`config.mk`:
```
export PLATFORM = sky130hd
export DESIGN_NAME = execute_stage
export DESIGN_NICKNAME = d
export VERILOG_FILES = /design/src/rtl/execute_stage_pkg.sv /design/src/rtl/execute_stage_alu.sv /design/src/rtl/execute_stage.sv
export SDC_FILE = /design/constraint.sdc
export NUM_CORES = 1
export LEC_CHECK = 0
export BUFFER_PORTS_ARGS = -buffer_cell sky130_fd_sc_hd__clkbuf_2
export CORE_AREA = 2 2 192 194
export DETAILED_ROUTE_END_ITERATION = 10
export DIE_AREA = 0 0 194 196
export PLACE_DENSITY = 0.65
export SLEW_MARGIN = 5
export SYNTH_ARGS = -nofsm -noshare
export SYNTH_HDL_FRONTEND = slang
export SYNTH_HIERARCHICAL = 1
export SYNTH_SLANG_ARGS = --single-unit
```
`constraint.sdc`:
```
create_clock -name clk -period 4.8 [get_ports clk]
set_input_delay 0.24 -clock clk [delete_from_list [all_inputs] [get_ports clk]]
set_output_delay 0.24 -clock clk [all_outputs]
set_load 0.01 [all_outputs]
```
`src/rtl/execute_stage_pkg.sv`:
```
// Encodings shared by the decoder, hazard unit and execute stage.
// Also holds the forwarding mux helper so every stage decodes the selects the same way.
package execute_stage_pkg;

  typedef enum logic [2:0] {
    ALU_ADD  = 3'b000,
    ALU_SUB  = 3'b001,
    ALU_AND  = 3'b010,
    ALU_OR   = 3'b011,
    ALU_XOR  = 3'b100,
    ALU_SLT  = 3'b101,
    ALU_SLTU = 3'b110,
    ALU_LUI  = 3'b111
  } alu_op_e;

  typedef enum logic [1:0] {
    RES_ALU = 2'b00,
    RES_MEM = 2'b01,
    RES_PC4 = 2'b10
  } result_src_e;

  typedef enum logic [1:0] {
    FWD_RF   = 2'b00,
    FWD_WB   = 2'b01,
    FWD_MEM  = 2'b10,
    FWD_RSVD = 2'b11
  } fwd_sel_e;

  // The reserved select falls back to the register-file value.
  function automatic logic [31:0] fwd_mux(input logic [1:0]  sel,
                                          input logic [31:0] rf,
                                          input logic [31:0] wb,
                                          input logic [31:0] mem);
    logic [31:0] r;
    case (sel)
      FWD_WB:  r = wb;
      FWD_MEM: r = mem;
      default: r = rf;
    endcase
    return r;
  endfunction

endpackage

```
`src/rtl/execute_stage_alu.sv`:
```
// 32-bit combinational ALU; wrap-around arithmetic, no flags.
// Zero latency, no flow control.
module alu
  import execute_stage_pkg::*;
(
  input  logic [31:0] a,
  input  logic [31:0] b,
  input  logic [2:0]  op,
  output logic [31:0] y
);

  always_comb begin
    y = '0;
    case (op)
      ALU_ADD:  y = a + b;
      ALU_SUB:  y = a - b;
      ALU_AND:  y = a & b;
      ALU_OR:   y = a | b;
      ALU_XOR:  y = a ^ b;
      ALU_SLT:  y = {31'b0, $signed(a) < $signed(b)};
      ALU_SLTU: y = {31'b0, a < b};
      default:  y = b;
    endcase
  end

endmodule

```
`src/rtl/execute_stage.sv`:
```
// Execute stage: forwarding muxes, ALU, branch resolution and the E/M pipeline register.
// Redirect outputs are combinational; *M outputs follow one cycle later with no stall.
module execute_stage
  import execute_stage_pkg::*;
(
  input  logic        clk,
  input  logic        rst,
  input  logic        RegWriteE,
  input  logic        MemWriteE,
  input  logic        JumpE,
  input  logic        BeqE,
  input  logic        BneE,
  input  logic        BltE,
  input  logic        BgeE,
  input  logic        ALUSrcE,
  input  logic [1:0]  ResultSrcE,
  input  logic [2:0]  ALUControlE,
  input  logic [31:0] Rd1E,
  input  logic [31:0] Rd2E,
  input  logic [31:0] PCE,
  input  logic [31:0] ExtImmE,
  input  logic [31:0] PCPlus4E,
  input  logic [4:0]  RdE,
  input  logic [1:0]  ForwardAE,
  input  logic [1:0]  ForwardBE,
  input  logic [31:0] ResultW,
  output logic        PCSrcE,
  output logic [31:0] PCTargetE,
  output logic        RegWriteM,
  output logic        MemWriteM,
  output logic [1:0]  ResultSrcM,
  output logic [31:0] ALUResultM,
  output logic [31:0] WriteDataM,
  output logic [31:0] PCPlus4M,
  output logic [4:0]  RdM
);

  logic [31:0] src_a;
  logic [31:0] write_data_e;
  logic [31:0] src_b;
  logic [31:0] alu_result;
  logic        zero;
  logic        lt;

  assign src_a        = fwd_mux(ForwardAE, Rd1E, ResultW, ALUResultM);
  assign write_data_e = fwd_mux(ForwardBE, Rd2E, ResultW, ALUResultM);
  assign src_b        = ALUSrcE ? ExtImmE : write_data_e;

  alu u_alu (
    .a  (src_a),
    .b  (src_b),
    .op (ALUControlE),
    .y  (alu_result)
  );

  // Branch compare always uses the forwarded register pair, never the immediate.
  assign zero = (src_a == write_data_e);
  assign lt   = $signed(src_a) < $signed(write_data_e);

  assign PCSrcE    = JumpE | (BeqE & zero) | (BneE & ~zero) | (BltE & lt) | (BgeE & ~lt);
  assign PCTargetE = PCE + ExtImmE;

  always_ff @(posedge clk) begin
    if (rst) begin
      RegWriteM  <= 1'b0;
      MemWriteM  <= 1'b0;
      ResultSrcM <= 2'b00;
      ALUResultM <= '0;
      WriteDataM <= '0;
      PCPlus4M   <= '0;
      RdM        <= '0;
    end else begin
      RegWriteM  <= RegWriteE;
      MemWriteM  <= MemWriteE;
      ResultSrcM <= ResultSrcE;
      ALUResultM <= alu_result;
      WriteDataM <= write_data_e;
      PCPlus4M   <= PCPlus4E;
      RdM        <= RdE;
    end
  end

endmodule

```
==> qor.yml, run 1 <==
status:
  outcome: "completed"
floorplanning:
  die_w_um: 194
  ios: 354
  dieHeight_um: 196
  die_area_um2: 38000
  core_region_area_um2: 36100
  initial_core_util: 0.344
  std_cell_rows: 70
layout:
  utilization: 0.433
  stdcell_count: 2623
  nets: 2541
  seq_area_um2: 2100
  final_layout_size_suffix_gt1_frac: 0.243
  n_antenna_cell: 0
  syn_to_final_growth_pct: 26.0
  fillers: 3801
  multi_input_area_um2: 9440
grt:
  track_usage: 0.291
  grt_pass1_wl_mm: 85.7
  antenna_found_initial: 0
  grt_pass1_vias: 14500
  grt_overflow: 0
  grt_max_degree: 67
clocking:
  clkTransAtPathRegs_ps: 90
  cts_tree: "yes"
  clockBufferDepth: 2
  cts_hold_buf: 0
  clock-sinks: 105
  post_cts_buffers: 0
  clockRootBuffer: "clkbuf_16"
  cts_buffers: 9
  clk_latency_ps: 390
  h-tree-depth: 3
  cts_resized: 0
power_and_ir_drop:
  ir_drop_mv: 0.286
  p_per_area_nw_per_um2: 270
  leakagePower_nw: 7.45
placement:
  dpl_worst_slack_ps: 149
  portBuffers: 353
  gp_congestion: 0.962
  dp_cells: 2607
  hpwl_mm: 46.5
flow_run:
  maxCapViolations: 0
sta:
  tightestPinTransition_ps: 951
  finalHoldWorstSlack_ps: 51.9
  period_share: 0.947
  hold_viol_final: 0
  tns_ps: 0
  fin_worst_skew_ps: 14.6
  slew_headroom: 0.359
  rsz0062_at_grt: "false"
  drv_slew: 0
  finalSetupViolations: 0
  period_minus_slack_ps: 4540
  setup_ws_ps: 256
  fmax_mhz: 220
synth:
  synth_nets: 2163
  syn_avg_cell_area_um2: 7.00
  synth_cells: 1772
  synth_top_area_frac: 0.174
  synth_ff_type: "dfxtp_1"
  ys_seq_area_frac: 0.170
  synth_area_leaders: "ha_1, dfxtp_1, a21oi_1, nor2_1, o21ai_0"
  synth_top_cell_by_area: "ha_1"
  synth_async_sr_flop_share: 0
  synth_edf_count: 0
  yosysWarningCount: 6
  yosysUniqueCellTypes: 90
  synth_area_um2: 12400
  yosysMostFrequentCell: "a21oi_1"
  synthTopCellsByCount: "a21oi_1, nor2_1, ha_1"
  yosys_register_bits: 105
setup_path:
  critPathArrivalTime_ps: 4300
  startpoint_type: "primary input"
  slowest_delay_ps: 640
  cp_num_buf_inv: 4
  path_cells: "clkbuf_2, inv_1, ha_2, buf_4, o21ai_0, ha_1, nand4_2, nor4_4, nand2b_1, o2111ai_1, o21ai_0, nand3_1, or4b_1, clkbuf_2"
  path_max_fanout: 22
  path_class: "primary input to primary output"
  cpLargestDelayFamily: "simple AND/OR/NAND/NOR gates"
  critPathRequiredTime_ps: 4560
  endpoint_kind: "primary output"
  cp_slowest_cell: "ha_2"
detailed_routing:
  via_per_inst: 5.72
  antenna_left: 0
  post-route-drc-count: 0
  wl_per_cell_um: 22.0
  first_iter_violations: 1449
  wl_mm: 57.6
  first_pass_iters: 5
  vias: 15000
worst_hold_path:
  min_path_type: "primary input to register"
-- path summary, 6_finish.rpt --
path,from,endpoint,slack (ps),depth (start not counted)
worst min register to register,ALUResultM[18],WriteDataM[18],720,4
worst min-delay path,MemWriteE,MemWriteM,50,2
worst max register to register,ALUResultM[0],ALUResultM[26],310,17
worst max-delay path,ForwardAE[0],PCSrcE,260,14
-- cells by family after synthesis --
| group | synth area share |
|---|---|
| XOR/XNOR | 0.0283 |
| multiplexers | 0.0117 |
| adder cells (fa/ha/maj) | 0.178 |
| AND/OR/NAND/NOR | 0.225 |
| AO/OA/AOI/OAI | 0.317 |
| flip-flops | 0.170 |
| buffers and inverters | 0.0700 |
-- state kept, by name, summed over array words and instances (netlist names) --
signal / count
ALUResultM: 32
MemWriteM: 1
PCPlus4M: 32
RdM: 5
RegWriteM: 1
ResultSrcM: 2
WriteDataM: 32
-- per-layer routing --
layer,GRT usage,wire length (µm),vias up
met3,0.0442,4080,124
li1,-,-,7038
met5,0,0,-
met1,0.362,24000,7069
met4,0.117,2160,0
met2,0.502,27400,779
-- placed cells by master (no fill, tap or decap), types with 8 or more instances in the layout --
master	instances
xnor2_1	32
and2_1	11
clkbuf_2	352
o31ai_1	14
nand2_1	154
xor2_1	8
mux2i_1	10
a21o_1	25
a31oi_1	20
inv_1	117
a211oi_1	13
clkbuf_16	9
a22oi_1	66
ha_1	170
dfxtp_1	105
nor2_1	204
o211ai_1	18
nor4_1	10
a21oi_1	209
or3_1	10
buf_4	119
nor2b_1	90
o21bai_1	8
nand2b_1	15
nor3_1	23
nand3_1	34
o21ai_1	9
o21ai_0	143
nand4_1	9
-- report_power, final --
group | switching (mW) | internal [mW]
registers | 0.0665 | 0.944
clock network | 0.439 | 0.379
logic | 1.45 | 0.943
-- stage by stage --
step | total power [mW] | instance area [µm²]
CTS | 4.18 | 15600
global route | 4.46 | 15600
floorplan | 2.43 | 12400
finish | 4.22 | 15600
detailed placement | 3.35 | 15300
global placement | 3.34 | 15300
-- area by class of cell --
class / instances / share of cell area
Multi-Input combinational cell: 1441 / 0.604
Inverter: 118 / 0.0284
Clock inverter: 7 / 0.00569
Sequential cell: 105 / 0.135
Timing Repair Buffer: 475 / 0.175
Clock buffer: 9 / 0.0144
Tap cell: 468 / 0.0375
Power figures use the tool's default switching activity.
==> run 2, diff against run 1 <==
ABC_AREA = 1   (was default)
CORE_AREA = 2 2 204 206   (was 2 2 192 194)
DIE_AREA = 0 0 206 208   (was 0 0 194 196)
PLACE_DENSITY = 0.64   (was 0.65)
==> qor.yml, run 2 <==
layout:
  layout_commonest_cell: "nand2_1"
  syn_to_final_growth_pct: 19.0
  nets: 3147  # +24%
  final_layout_size_suffix_gt1_frac: 0.176  # -0.0668
  stdcell_count: 3298  # +26%
  final_cell_mix: "nand2_1, inv_1, clkbuf_2, nor2_1, ha_1"
  top_regs: "ALUResultM: 32 flops, PCPlus4M: 32 flops, WriteDataM: 32 flops"
clocking:
  h-tree-depth: 3  # unchanged
  cts_tree: "yes"
  clk_latency_ps: 400  # about the same
  cts_hold_buf: 0  # unchanged
  post_cts_buffers: 0  # unchanged
  cts_resized: 0  # unchanged
  clkTransAtPathRegs_ps: 90  # about the same
  clock-sinks: 105  # unchanged
  clockBufferDepth: 2  # unchanged
  cts_buffers: 9  # unchanged
  clockRootBuffer: "clkbuf_16"
sta:
  hold_viol_final: 0  # unchanged
  finalSetupViolations: 0  # unchanged
  rsz0062_at_grt: "false"
  slew_headroom: 0.328  # -0.0311
  tightestPinTransition_ps: 1000  # +49.9 ps
  tns_ps: 0  # unchanged
  fmax_mhz: 247  # +12%
  fin_worst_skew_ps: 22.8  # +8.22 ps
  drv_slew: 0  # unchanged
  period_share: 0.845  # -0.102
  period_minus_slack_ps: 4060  # -489 ps
status:
  outcome: "completed"
setup_path:
  cp_slowest_cell: "o21ai_0"
  cpLargestDelayFamily: "simple AND/OR/NAND/NOR gates"
  slowest_delay_ps: 590  # -50 ps
  critPathArrivalTime_ps: 4310  # about the same
  startpoint_type: "primary input"
  critPathRequiredTime_ps: 5060  # +500 ps
  path_max_fanout: 19  # -14%
  path_cells: "clkbuf_2, inv_1, ha_1, inv_1, o21ai_0, o21ai_0, inv_1, ha_1, nand2_1, nor2_1, nand2_1, inv_1, nand2_1, nand2_1, nand2_1, nand3_1, nand2_1, nor2_1, nor2_1, inv_1, nor2_1"
  path_class: "primary input to register"
  cpMostUsedCell: "nand2_1"
  cp_num_buf_inv: 6  # +2
  endpoint_kind: "register"
synth:
  ys_seq_area_frac: 0.149  # -0.0207
  synth_ff_type: "dfxtp_1"
  synth_area_leaders: "nand2_1, ha_1, dfxtp_1, inv_1, nor2_1"
  synth_async_sr_flop_share: 0  # unchanged
  synth_area_um2: 14100  # +14%
  yosysWarningCount: 6  # unchanged
  yosys_register_bits: 105  # unchanged
  syn_avg_cell_area_um2: 5.81  # -17%
  yosysMostFrequentCell: "nand2_1"
  synth_top_cell_by_area: "nand2_1"
  synth_edf_count: 0  # unchanged
  synthTopCellsByCount: "nand2_1, inv_1, nor2_1"
  synth_cells: 2433  # +37%
  yosysUniqueCellTypes: 56  # -38%
  synth_nets: 2824  # +31%
  synth_top_area_frac: 0.172  # -0.00139
floorplanning:
  std_cell_rows: 74  # +5.7%
  core_region_area_um2: 40600  # +12%
  dieHeight_um: 208  # +6.1%
  ios: 354  # unchanged
  die_area_um2: 42800  # +13%
  die_w_um: 206  # +6.2%
  initial_core_util: 0.348  # +0.00474
power_and_ir_drop:
  leakagePower_nw: 9.73  # +31%
  p_clk_frac: 0.174  # -0.020
  p_int_mw: 2.26  # -0.28%
  finalPower_mw: 4.76  # +13%
  p_per_area_nw_per_um2: 283  # +4.9%
  pwr-share-seq: 0.212  # -0.028
  swShare: 0.526  # +0.0627
  ir_drop_mv: 0.162  # -43%
  pwr-share-comb: 0.614  # +0.047
  switching_power_mw: 2.50  # +28%
grt:
  grt_pass1_wl_mm: 99.0  # +16%
  antenna_found_initial: 10  # +10
  grt_max_degree: 75  # +12%
  grt_overflow: 0  # unchanged
  track_usage: 0.305  # +0.0139
  grt_pass1_vias: 16600  # +15%
detailed_routing:
  wl_per_cell_um: 20.2  # -7.9%
  post-route-drc-count: 0  # unchanged
  first_iter_violations: 1871  # +29%
  wl_mm: 66.7  # +16%
  vias: 17300  # +15%
  first_pass_iters: 5  # unchanged
  antenna_left: 0  # unchanged
  via_per_inst: 5.25  # -8.3%
placement:
  portBuffers: 353  # unchanged
  dp_cells: 3277  # +26%
  hpwl_mm: 56.3  # +21%
  gp_congestion: 1.05  # +8.9%
flow_run:
  maxCapViolations: 0  # unchanged
worst_hold_path:
  min_path_type: "primary input to register"
-- run 2: changes by cell type after synthesis, moves of 18 or more --
cell,change
nand2_1,+494
inv_1,+349
nor2b_1,-90
a21oi_1,-88
nand3_1,+86
nor2_1,+85
a22oi_1,-64
clkbuf_1,-55
a221o_1,+47
o21ai_0,-26
xnor2_1,-25
nand4_1,+20
o211ai_1,-18
-- run 2: per-stage QoR --
stage / cell area (µm²) / hold slack (ps) / utilization / setup slack [ps]
2_1_floorplan: 14100 / 347 / - / 1660
3_3_place_gp: 16500 / 433 / 0.406 / 522
3_5_place_dp: 16500 / 436 / 0.406 / 434
4_1_cts: 16800 / 11.1 / 0.414 / 829
5_1_grt: 16800 / 20.6 / 0.414 / 372
6_report: 16800 / 22.9 / 0.414 / 744
-- run 2: worst paths after layout --
| check | end | startpoint | cells after the start | slack, ps |
|---|---|---|---|---|
| setup / recovery | ALUResultM[14] | ForwardBE[0] | 21 | 740 |
| hold / removal | PCPlus4M[1] | PCPlus4E[1] | 3 | 20 |
| setup reg to reg | ALUResultM[14] | ALUResultM[13] | 18 | 1020 |
| hold reg to reg | WriteDataM[21] | ALUResultM[21] | 4 | 830 |
-- run 2: layout make-up --
type	instances	area, µm²
flip-flops and latches	105	2100
well taps	532	666
repair buffers	395	2110
inverters	487	1830
clock inverters	7	91.3
multi-input cells	1758	9770
clock buffers	9	225
diodes	5	12.5
fillers	4587	23700
-- run 2: cell families (layout without fill, tap and decap cells) --
kind of cell | count (synthesis) | after routing | share of synthesized area
AO/OA/AOI/OAI | 398 | 398 | 0.178
XOR/XNOR | 23 | 23 | 0.0143
adder cells (fa/ha/maj) | 175 | 175 | 0.157
buffers and inverters | 570 | 898 | 0.159
flip-flops | 105 | 105 | 0.149
other | 0 | 5 | 0
AND/OR/NAND/NOR | 1162 | 1162 | 0.343
-- run 2: per-layer routing --
metal / share of wire / GRT usage / vias to the layer above / wire length, µm
met4: 0.028 / 0.0808 / 10 / 1850
met5: 0.00097 / 0 / - / 65
met2: 0.45 / 0.496 / 857 / 30100
li1: - / - / 8344 / -
met1: 0.42 / 0.400 / 7999 / 28100
met3: 0.098 / 0.0742 / 104 / 6540
-- run 2: power by group through the flow --
stage	registers (mW)	clock network [mW]	logic, mW
after floorplan	1.04	0	1.85
after global placement	1.03	0	2.83
after detailed placement	1.03	0	2.85
after CTS	1.01	0.836	2.87
after global routing	1.02	0.867	3.23
final	1.01	0.827	2.92
-- run 2: worst reg2reg max path, stage by stage, from the launching register on --
cell and delay [ps]:
dfxtp_1 440, a221o_1 210, o21ai_0 210, o21ai_0 590, inv_1 170, ha_1 550, nand2_1 170, nor2_1 230
nand2_1 180, inv_1 90, nand2_1 60, nand2_1 130, nand2_1 60, nand3_1 70, nand2_1 50, nor2_1 270
nor2_1 70, inv_1 60, nor2_1 30
==> run 3, diff against run 2 <==
PLACE_DENSITY = 0.66   (was 0.64)
clock period = 3.7 ns   (was 4.8 ns; I/O delays follow)
==> qor.yml, run 3 (same netlist as run 2, synthesis figures left out) <==
grt:
  grt_pass1_wl_mm: 104  # +5.0%
  antenna_found_initial: 9  # -1
  grt_pass1_vias: 17800  # +7.4%
  top_usage_layer: "met2"
  use_met1: 0.413  # +0.0138
  use_met2: 0.531  # +0.0345
  grt_max_degree: 64  # -15%
  grt_util_met3: 0.0703  # -0.00392
  grt_overflow: 0  # unchanged
  track_usage: 0.321  # +0.0158
setup_path:
  cpLargestDelayFamily: "simple AND/OR/NAND/NOR gates"
  cp_slowest_cell: "o21ai_0"
  slowest_delay_ps: 520  # -70 ps
  critPathArrivalTime_ps: 3850  # -460 ps
  cp_num_buf_inv: 6  # unchanged
  path_max_fanout: 30  # +11
  path_cells: "clkbuf_2, inv_1, ha_1, clkinv_1, buf_12, o21ai_0, inv_1, ha_1, fa_1, nor2_1, nand2_1, nand3_2, nand2_1, nand2_2, nand2_1, nand2_2, nand2_2, nand3_1, nand3_2, a21oi_2, inv_1, nor2_1"
  critPathRequiredTime_ps: 4030  # -1030 ps
  reg2reg_slack_ps: 290  # -730 ps
  timing.rr.end: "ALUResultM[0]"
  r2r.worst_path.cells: 19  # +1
  endpoint_kind: "register"
  startpoint_type: "primary input"
  path_class: "primary input to register"
  r2r-start: "ALUResultM[7]"
  critical_path_depth: 22  # +4.8%
clocking:
  cts_buffers: 9  # unchanged
  clockRootBuffer: "clkbuf_16"
  clk_latency_ps: 410  # about the same
  clockBufferDepth: 2  # unchanged
  h-tree-depth: 3  # unchanged
  clkTransAtPathRegs_ps: 80  # about the same
  cts_tree: "yes"
  clock-sinks: 105  # unchanged
  post_cts_buffers: 0  # unchanged
layout:
  fillers: 4354  # -5.1%
  utilization: 0.461  # +0.0465
  final_layout_size_suffix_gt1_frac: 0.227  # +0.0508
  top_regs: "ALUResultM: 32 flops, PCPlus4M: 32 flops, WriteDataM: 32 flops"
  final_cell_mix: "nand2_1, inv_1, clkbuf_2, nor2_1, buf_4"
  nets: 3371  # +7.1%
  layout_commonest_cell: "nand2_1"
  syn_to_final_growth_pct: 32.3
worst_hold_path:
  min_path_type: "primary input to register"
  min-delay-start: "Rd2E[0]"
  hold_path_depth: 5  # +2
  min_to: "WriteDataM[0]"
detailed_routing:
  wl_per_cell_um: 19.9  # -1.8%
  via_per_inst: 5.18  # -1.3%
  wl_mm: 69.9  # +4.8%
  antenna_left: 0  # unchanged
  post-route-drc-count: 0  # unchanged
  vias: 18200  # +5.3%
  first_pass_iters: 7  # +2
  first_iter_violations: 1740  # -7.0%
placement:
  gp_congestion: 1.04  # -1.1%
  portBuffers: 353  # unchanged
  hpwl_mm: 58.2  # +3.5%
power_and_ir_drop:
  ir_drop_mv: 0.293  # +82%
  finalPower_mw: 6.79  # +43%
  p_clk_frac: 0.162  # -0.012
  leakagePower_nw: 10.8  # +11%
  swShare: 0.500  # -0.0251
  pwr-share-seq: 0.194  # -0.018
  pwr-share-comb: 0.644  # +0.030
  switching_power_mw: 3.40  # +36%
  p_int_mw: 3.39  # +50%
  p_per_area_nw_per_um2: 363  # +28%
floorplanning:
  ios: 354  # unchanged
  dieHeight_um: 208  # unchanged
  std_cell_rows: 74  # unchanged
  die_area_um2: 42800  # unchanged
  die_w_um: 206  # unchanged
  initial_core_util: 0.348  # unchanged
  core_region_area_um2: 40600  # unchanged
sta:
  tns_ps: 0  # unchanged
  finalHoldWorstSlack_ps: 193  # +170 ps
  fin_worst_skew_ps: 21.2  # -1.56 ps
  period_share: 0.952
  slew_headroom: 0.413  # +0.0846
  finalSetupViolations: 0  # unchanged
  tightestPinTransition_ps: 881  # -120 ps
  drv_slew: 0  # unchanged
  rsz0062_at_grt: "false"
  hold_viol_final: 0  # unchanged
  fmax_mhz: 284
  period_minus_slack_ps: 3520
flow_run:
  maxCapViolations: 0  # unchanged
status:
  outcome: "completed"
==> run 3: changes by cell type in the layout (fill, tap and decap cells not counted), moves of 2 or more <==
cell           before  now
buf_4              41  217
dlygate4sd3_1       0   41
o21ai_0           117  109
buf_12              2    9
o21ai_1            23   30
ha_1              172  167
ha_2                0    5
diode_2             5    2
inv_8               0    2
==> run 3: cell type report <==
class                      instances  area (µm²)  share of cell area
clock buffer                       9         225              0.0120
clock inverter                     7        88.8             0.00475
antenna                            2        5.00            0.000268
multi-input combinational       1758        9800               0.524
sequential                       105        2100               0.112
timing repair buffer             619        3980               0.213
tap                              532         666              0.0356
inverter                         487        1830              0.0978
==> run 3: stage by stage <==
step | cells | instance area, µm² | setup slack, ps
2_1_floorplan | 2433 | 14100 | 616
3_3_place_gp | 3460 | 17900 | -301
3_5_place_dp | 3460 | 17900 | -265
4_1_cts | 3517 | 18700 | 144
5_1_grt | 3518 | 18700 | 10.6
6_report | 3519 | 18700 | 178
==> run 3: what timing repair did <==
action                                  in CTS  in global routing
endpoints found under the setup margin       0                  7
gates resized for setup                      0                 16
hold buffers                                41                  0
hold endpoints to repair                    41                  0
==> run 3: how the worst max path moves through the flow <==
| stage | startpoint | endpoint | slack, ps |
|---|---|---|---|
| 6_report | ForwardAE[0] | ALUResultM[0] | 180 |
| 5_1_grt | ForwardAE[0] | ALUResultM[0] | 10 |
| 4_1_cts | ForwardBE[0] | ALUResultM[23] | 140 |
| 3_5_place_dp | ForwardBE[0] | ALUResultM[23] | -260 |
| 3_3_place_gp | ForwardBE[0] | ALUResultM[0] | -300 |
| 2_1_floorplan | ForwardBE[0] | ALUResultM[20] | 620 |
==> run 3: metal layers <==
layer / up-vias / wire length, µm
met1: 8365 / 29200
met5: - / 83
li1: 8801 / -
met4: 12 / 1970
met3: 131 / 6600
met2: 926 / 32100
==> run 3: worst min-delay path: stages <==
cell and delay, ps:
clkbuf_2 80, inv_1 70, o21ai_0 100, inv_1 70
nor2_1 40
==> run 3: power groups by stage <==
stage	sequential, mW	clock, mW	combinational (mW)
2_1_floorplan	1.35	0	2.40
3_3_place_gp	1.34	0	4.21
3_5_place_dp	1.34	0	4.22
4_1_cts	1.31	1.11	4.28
5_1_grt	1.32	1.16	4.79
6_report	1.32	1.10	4.37
